**src/rtl/fir_stream_arb.sv**
```systemverilog
// Two-requester packet arbiter in front of a shared FIR; a 1-bit tag FIFO
// remembers grant order so FIR result packets are routed back to their owner.
module fir_stream_arb #(
  parameter int DATA_WIDTH = 16,
  parameter int TAG_DEPTH  = 4
) (
  input  logic                         ACLK,
  input  logic                         ARESETN,
  input  logic                         S0_AXIS_TVALID,
  output logic                         S0_AXIS_TREADY,
  input  logic                         S0_AXIS_TLAST,
  input  logic [DATA_WIDTH-1:0]        S0_AXIS_TDATA,
  input  logic                         S1_AXIS_TVALID,
  output logic                         S1_AXIS_TREADY,
  input  logic                         S1_AXIS_TLAST,
  input  logic [DATA_WIDTH-1:0]        S1_AXIS_TDATA,
  output logic                         FIR_IN_TVALID,
  input  logic                         FIR_IN_TREADY,
  output logic                         FIR_IN_TLAST,
  output logic [DATA_WIDTH-1:0]        FIR_IN_TDATA,
  input  logic                         FIR_OUT_TVALID,
  output logic                         FIR_OUT_TREADY,
  input  logic                         FIR_OUT_TLAST,
  input  logic [DATA_WIDTH-1:0]        FIR_OUT_TDATA,
  output logic                         M0_AXIS_TVALID,
  input  logic                         M0_AXIS_TREADY,
  output logic                         M0_AXIS_TLAST,
  output logic [DATA_WIDTH-1:0]        M0_AXIS_TDATA,
  output logic                         M1_AXIS_TVALID,
  input  logic                         M1_AXIS_TREADY,
  output logic                         M1_AXIS_TLAST,
  output logic [DATA_WIDTH-1:0]        M1_AXIS_TDATA,
  output logic [1:0]                   GRANT,
  output logic [$clog2(TAG_DEPTH):0]   INFLIGHT
);
  localparam int AW = $clog2(TAG_DEPTH);
  localparam logic [AW:0] DEPTH_C = (AW+1)'(TAG_DEPTH);
  localparam logic [1:0] IDLE = 2'd0, GNT0 = 2'd1, GNT1 = 2'd2;

  logic [1:0]           state;
  logic                 rr_ptr;   // last granted requester
  logic [TAG_DEPTH-1:0] tag_mem;
  logic [AW-1:0]        wr_ptr, rd_ptr;
  logic [AW:0]          count;
  logic                 full, empty, head, sel, push, pop, in_last;

  always_comb begin
    full  = (count == DEPTH_C);
    empty = (count == '0);
    head  = tag_mem[rd_ptr];
    sel   = (S0_AXIS_TVALID && S1_AXIS_TVALID) ? ~rr_ptr : S1_AXIS_TVALID;
    push  = (state == IDLE) && !full && (S0_AXIS_TVALID || S1_AXIS_TVALID);
    pop   = !empty && FIR_OUT_TVALID && FIR_OUT_TLAST &&
            (head ? M1_AXIS_TREADY : M0_AXIS_TREADY);
  end

  // Input side: zero-latency pass-through of the granted requester
  always_comb begin
    S0_AXIS_TREADY = 1'b0;
    S1_AXIS_TREADY = 1'b0;
    FIR_IN_TVALID  = 1'b0;
    FIR_IN_TLAST   = 1'b0;
    FIR_IN_TDATA   = '0;
    case (state)
      GNT0: begin
        FIR_IN_TVALID  = S0_AXIS_TVALID;
        FIR_IN_TLAST   = S0_AXIS_TLAST;
        FIR_IN_TDATA   = S0_AXIS_TDATA;
        S0_AXIS_TREADY = FIR_IN_TREADY;
      end
      GNT1: begin
        FIR_IN_TVALID  = S1_AXIS_TVALID;
        FIR_IN_TLAST   = S1_AXIS_TLAST;
        FIR_IN_TDATA   = S1_AXIS_TDATA;
        S1_AXIS_TREADY = FIR_IN_TREADY;
      end
      default: ;
    endcase
    in_last = FIR_IN_TVALID && FIR_IN_TREADY && FIR_IN_TLAST;
  end

  // Output side: route FIR results by the oldest outstanding tag
  always_comb begin
    FIR_OUT_TREADY = 1'b0;
    M0_AXIS_TVALID = 1'b0;
    M0_AXIS_TLAST  = 1'b0;
    M0_AXIS_TDATA  = '0;
    M1_AXIS_TVALID = 1'b0;
    M1_AXIS_TLAST  = 1'b0;
    M1_AXIS_TDATA  = '0;
    if (!empty) begin
      if (head) begin
        M1_AXIS_TVALID = FIR_OUT_TVALID;
        M1_AXIS_TLAST  = FIR_OUT_TLAST;
        M1_AXIS_TDATA  = FIR_OUT_TDATA;
        FIR_OUT_TREADY = M1_AXIS_TREADY;
      end else begin
        M0_AXIS_TVALID = FIR_OUT_TVALID;
        M0_AXIS_TLAST  = FIR_OUT_TLAST;
        M0_AXIS_TDATA  = FIR_OUT_TDATA;
        FIR_OUT_TREADY = M0_AXIS_TREADY;
      end
    end
  end

  always_ff @(posedge ACLK or negedge ARESETN) begin
    if (!ARESETN) begin
      state  <= IDLE;
      rr_ptr <= 1'b1;
    end else begin
      case (state)
        IDLE:       if (push) state <= sel ? GNT1 : GNT0;
        GNT0, GNT1: if (in_last) begin
          state  <= IDLE;
          rr_ptr <= (state == GNT1);
        end
        default:    state <= IDLE;
      endcase
    end
  end

  always_ff @(posedge ACLK or negedge ARESETN) begin
    if (!ARESETN) begin
      tag_mem <= '0;
      wr_ptr  <= '0;
      rd_ptr  <= '0;
      count   <= '0;
    end else begin
      if (push) begin
        tag_mem[wr_ptr] <= sel;
        wr_ptr          <= wr_ptr + AW'(1);
      end
      if (pop) rd_ptr <= rd_ptr + AW'(1);
      case ({push, pop})
        2'b10:   count <= count + (AW+1)'(1);
        2'b01:   count <= count - (AW+1)'(1);
        default: ;
      endcase
    end
  end

  assign GRANT    = {state == GNT1, state == GNT0};
  assign INFLIGHT = count;
endmodule

```
**config.mk**
```make
export PLATFORM = sky130hd
export DESIGN_NAME = fir_stream_arb
export DESIGN_NICKNAME = d
export VERILOG_FILES = /design/src/rtl/fir_stream_arb.sv
export SDC_FILE = /design/constraint.sdc
export NUM_CORES = 1
export LEC_CHECK = 0
export CAP_MARGIN = 20
export CORE_MARGIN = 1
export CORE_UTILIZATION = 35
export DETAILED_ROUTE_END_ITERATION = 7
export PLACE_DENSITY = 0.93
export SLEW_MARGIN = 20
export SYNTH_ARGS = -nofsm -noshare
export SYNTH_HDL_FRONTEND = slang
export SYNTH_SLANG_ARGS = --single-unit
```
**constraint.sdc**
```tcl
create_clock -name ACLK -period 3.6 [get_ports ACLK]
set_clock_uncertainty 0.05 [all_clocks]
set_input_delay 0.72 -clock ACLK [delete_from_list [all_inputs] [get_ports ACLK]]
set_output_delay 0.72 -clock ACLK [all_outputs]
set_load 0.005 [all_outputs]
```
==> results.json <==
{
  "run_status": "completed",
  "layout-area-overhead-vs-synth_pct": 90.44,
  "crit_path_top_delay_cell": "sky130_fd_sc_hd__ha_1",
  "final.min_clock_period_ns": 3.049,
  "totalWireLength_mm": 4.597,
  "vias_in_the_first_global_route": 1566,
  "post-dp-hpwl_mm": 3.789,
  "synth-simple-area-share": 0.2922,
  "grt_antenna_before_repair": 0,
  "grt_pass1_wl_mm": 7.017,
  "die_area_um2": 4257,
  "htree_levels": 1,
  "cts_max_path_buffers": 2,
  "crit_required_ns": 2.83,
  "worstSetupStartpointType": "register",
  "timing_worst_setup_path_type": "reg -> out",
  "initial_utilization": 0.3740,
  "ys_types": 33,
  "synth_seq_area_share": 0.2511,
  "slew_headroom": 0.5244,
  "clock_sink_count": 14,
  "detail_route.first_pass.iterations": 4,
  "cts_root_buffer_type": "sky130_fd_sc_hd__clkbuf_8",
  "period_share": 0.8469,
  "drv_slew": 0,
  "yosys.area_share.xor_xnor": 0.03128,
  "dominant_combinational_cell_family_by_area_after_synthesis": "simple AND/OR/NAND/NOR gates",
  "insertion_delay_ns": 0.24,
  "max_clock_freq_mhz": 328.0,
  "cp.arrival_ns": 2.28,
  "width_of_the_die_um": 65.25,
  "place_area_um2": 2611,
  "tightestPinTransition_ns": 0.7134,
  "final_net_count": 368,
  "antenna-diode-count": 0,
  "critical_path.max_stage_delay_ns": 0.63,
  "synthMuxAreaShare": 0.1117,
  "cts_resized": 0,
  "groute.usage.overall": 0.2087,
  "num_rows": 22,
  "synth-adder-area-share": 0.08579,
  "finalWeightedCongestion": 0.7107,
  "port_buffers": 120,
  "p_leak_nw": 1.110,
  "tritoncts_clock_tree": "done",
  "cap_viol_max_count": 0,
  "synth_nets": 252,
  "numCtsBuffers": 3,
  "synthesis.instances": 184,
  "dp_cells": 343,
  "max-vdd-ir-drop_mv": 0.3802,
  "cp_common_cell": "sky130_fd_sc_hd__inv_1",
  "pin_count": 121,
  "type_of_element_capturing_the_critical_path": "output pin",
  "syn_avg_cell_area_um2": 7.609,
  "setup_violations": 0,
  "synthesis.yosys.warnings": 0,
  "layout.cells.most_common": "sky130_fd_sc_hd__clkdlybuf4s50_1",
  "fp.coreArea_um2": 3744,
  "route.antenna.remaining_nets": 0,
  "drt_iter0_markers": 78,
  "route.vias.total": 1688,
  "synthesis.area_um2": 1400,
  "post-cts-setup-buffer-count": 0,
  "cts.reportedPaths.clkPinSlew_ns": 0.06,
  "final_cell_count_no_fill": 347,
  "synth_compound_area_frac": 0.1600,
  "hold_viol": 0,
  "most-common-layout-cells": "sky130_fd_sc_hd__clkdlybuf4s50_1 (120), sky130_fd_sc_hd__nor2_1 (41), sky130_fd_sc_hd__nand2_1 (27)",
  "cts_hold_repair.buffers": 0,
  "drt_drc_violations_left": 0,
  "power.density_nw_per_um2": 805.3,
  "post_synthesis_register_bit_count": 14,
  "gr-total-overflow": 0,
  "layout.cell_area.non_filler_um2": 2666,
  "cpLargestDelayFamily": "buffers and inverters",
  "worstPathMaxFanout": 20,
  "crit_path_cells": "inv_1 > ha_1 > a22o_1 > nand2_1 > inv_1 > clkdlybuf4s50_1",
  "grt_setup_unrepaired": "false",
  "final_util": 0.7122,
  "maximum_number_of_pins_on_one_net_before_global_route_repair": 23,
  "floorplan.die.height_um": 65.25,
  "drive_gt1_frac": 0.05017,
  "hp-class": "reg -> reg",
  "worstPathBufferInverterCount": 3,
  "setup_total_negative_slack_ns": 0,
  "route.detailed.vias_per_inst": 4.865,
  "routed_wire_length_per_instance_um": 13.25
}
==> per-layer routing <==
layer / global-route usage / up-vias / wire length (um)
met4: 0.03261 / 0 / 18
met3: 0.04688 / 2 / 342
li1: - / 844 / -
met5: 0 / - / 0
met2: 0.4098 / 64 / 2477
met1: 0.2271 / 778 / 1759
==> path summary, 6_finish.rpt <==
kind	start	endpoint	slack [ns]	cells after the start
min in group asynchronous	ARESETN	state[0]$_DFFE_PN0P_	0.80	1
max in group asynchronous	ARESETN	state[1]$_DFFE_PN0P_	2.31	1
hold / removal	tag_mem[0]$_DFFE_PN0P_	tag_mem[0]$_DFFE_PN0P_	0.46	1
setup / recovery	state[0]$_DFFE_PN0P_	FIR_IN_TVALID	0.55	6
hold reg to reg	tag_mem[0]$_DFFE_PN0P_	tag_mem[0]$_DFFE_PN0P_	0.46	1
setup reg to reg	INFLIGHT[2]$_DFFE_PN0P_	INFLIGHT[2]$_DFFE_PN0P_	0.86	9
==> registers in the layout (all words and copies together), names as in the netlist <==
register and cells:
INFLIGHT 3, rd_ptr 2, rr_ptr 1, state 2, tag_mem 4, wr_ptr 2
==> power breakdown <==
group	total, mW	switching [mW]	internal, mW
sequential	0.319	0.0765	0.242
combinational	1.68	0.730	0.949
clock	0.150	0.0530	0.0968
total	2.15	0.859	1.29
==> worst register-to-register path, stage by stage, from the launching register on <==
cell and delay, ns:
sky130_fd_sc_hd__dfrtp_1 0.46, sky130_fd_sc_hd__or3_1 0.55, sky130_fd_sc_hd__nand3_1 0.27, sky130_fd_sc_hd__nor2_1 0.20
sky130_fd_sc_hd__ha_1 0.21, sky130_fd_sc_hd__inv_1 0.06, sky130_fd_sc_hd__fa_1 0.37, sky130_fd_sc_hd__xor2_1 0.18
sky130_fd_sc_hd__nor2_1 0.14, sky130_fd_sc_hd__xor2_1 0.16
==> layout make-up <==
cell class                      count  area (um2)
Multi-Input combinational cell    150       953.4
Timing Repair Buffer              121        1209
Tap cell                           48       60.06
Fill cell                         293        1077
Sequential cell                    14       351.6
Clock buffer                        4       55.05
Inverter                           10       37.54
==> cells in the mapped netlist <==
cell,instances,share of area
sky130_fd_sc_hd__a21boi_0,2,0.011
sky130_fd_sc_hd__a21o_1,1,0.0054
sky130_fd_sc_hd__a21oi_2,1,0.0063
sky130_fd_sc_hd__a22o_1,2,0.013
sky130_fd_sc_hd__a22oi_1,17,0.091
sky130_fd_sc_hd__a311o_1,1,0.0071
sky130_fd_sc_hd__and2_1,2,0.0089
sky130_fd_sc_hd__buf_1,1,0.0027
sky130_fd_sc_hd__buf_2,2,0.0071
sky130_fd_sc_hd__buf_4,2,0.011
sky130_fd_sc_hd__clkbuf_1,4,0.011
sky130_fd_sc_hd__clkbuf_8,1,0.0098
sky130_fd_sc_hd__dfrtp_1,13,0.23
sky130_fd_sc_hd__dfstp_2,1,0.019
sky130_fd_sc_hd__fa_1,1,0.014
sky130_fd_sc_hd__ha_1,8,0.071
sky130_fd_sc_hd__inv_1,10,0.027
sky130_fd_sc_hd__mux2_2,4,0.032
sky130_fd_sc_hd__mux2_4,1,0.011
sky130_fd_sc_hd__mux2i_1,6,0.043
sky130_fd_sc_hd__mux2i_2,1,0.0098
sky130_fd_sc_hd__mux2i_4,1,0.016
sky130_fd_sc_hd__nand2_1,27,0.072
sky130_fd_sc_hd__nand2b_1,1,0.0045
sky130_fd_sc_hd__nand3_1,2,0.0071
sky130_fd_sc_hd__nor2_1,41,0.11
sky130_fd_sc_hd__nor2b_1,17,0.076
sky130_fd_sc_hd__nor3b_2,1,0.0089
sky130_fd_sc_hd__o21ai_0,6,0.021
sky130_fd_sc_hd__o31ai_1,1,0.0054
sky130_fd_sc_hd__or3_1,1,0.0045
sky130_fd_sc_hd__xnor2_1,2,0.013
sky130_fd_sc_hd__xor2_1,3,0.019
==> per-stage QoR <==
step / setup WS, ns / power, mW / hold WS, ns
floorplan: 1.283 / 1.198 / 0.3744
global placement: 0.7957 / 1.965 / 0.4393
detailed placement: 0.7499 / 2.007 / 0.4500
CTS: 0.5533 / 2.165 / 0.4623
global route: 0.4038 / 2.323 / 0.4826
finish: 0.5513 / 2.147 / 0.4590
==> kinds of logic after synthesis <==
kind of cell | count (synthesis)
adder cells (fa/ha/maj) | 9
flip-flops | 14
XOR/XNOR | 5
AO/OA/AOI/OAI | 31
buffers and inverters | 20
multiplexers | 13
AND/OR/NAND/NOR | 92
No activity file was read; power rests on OpenSTA's default activity.
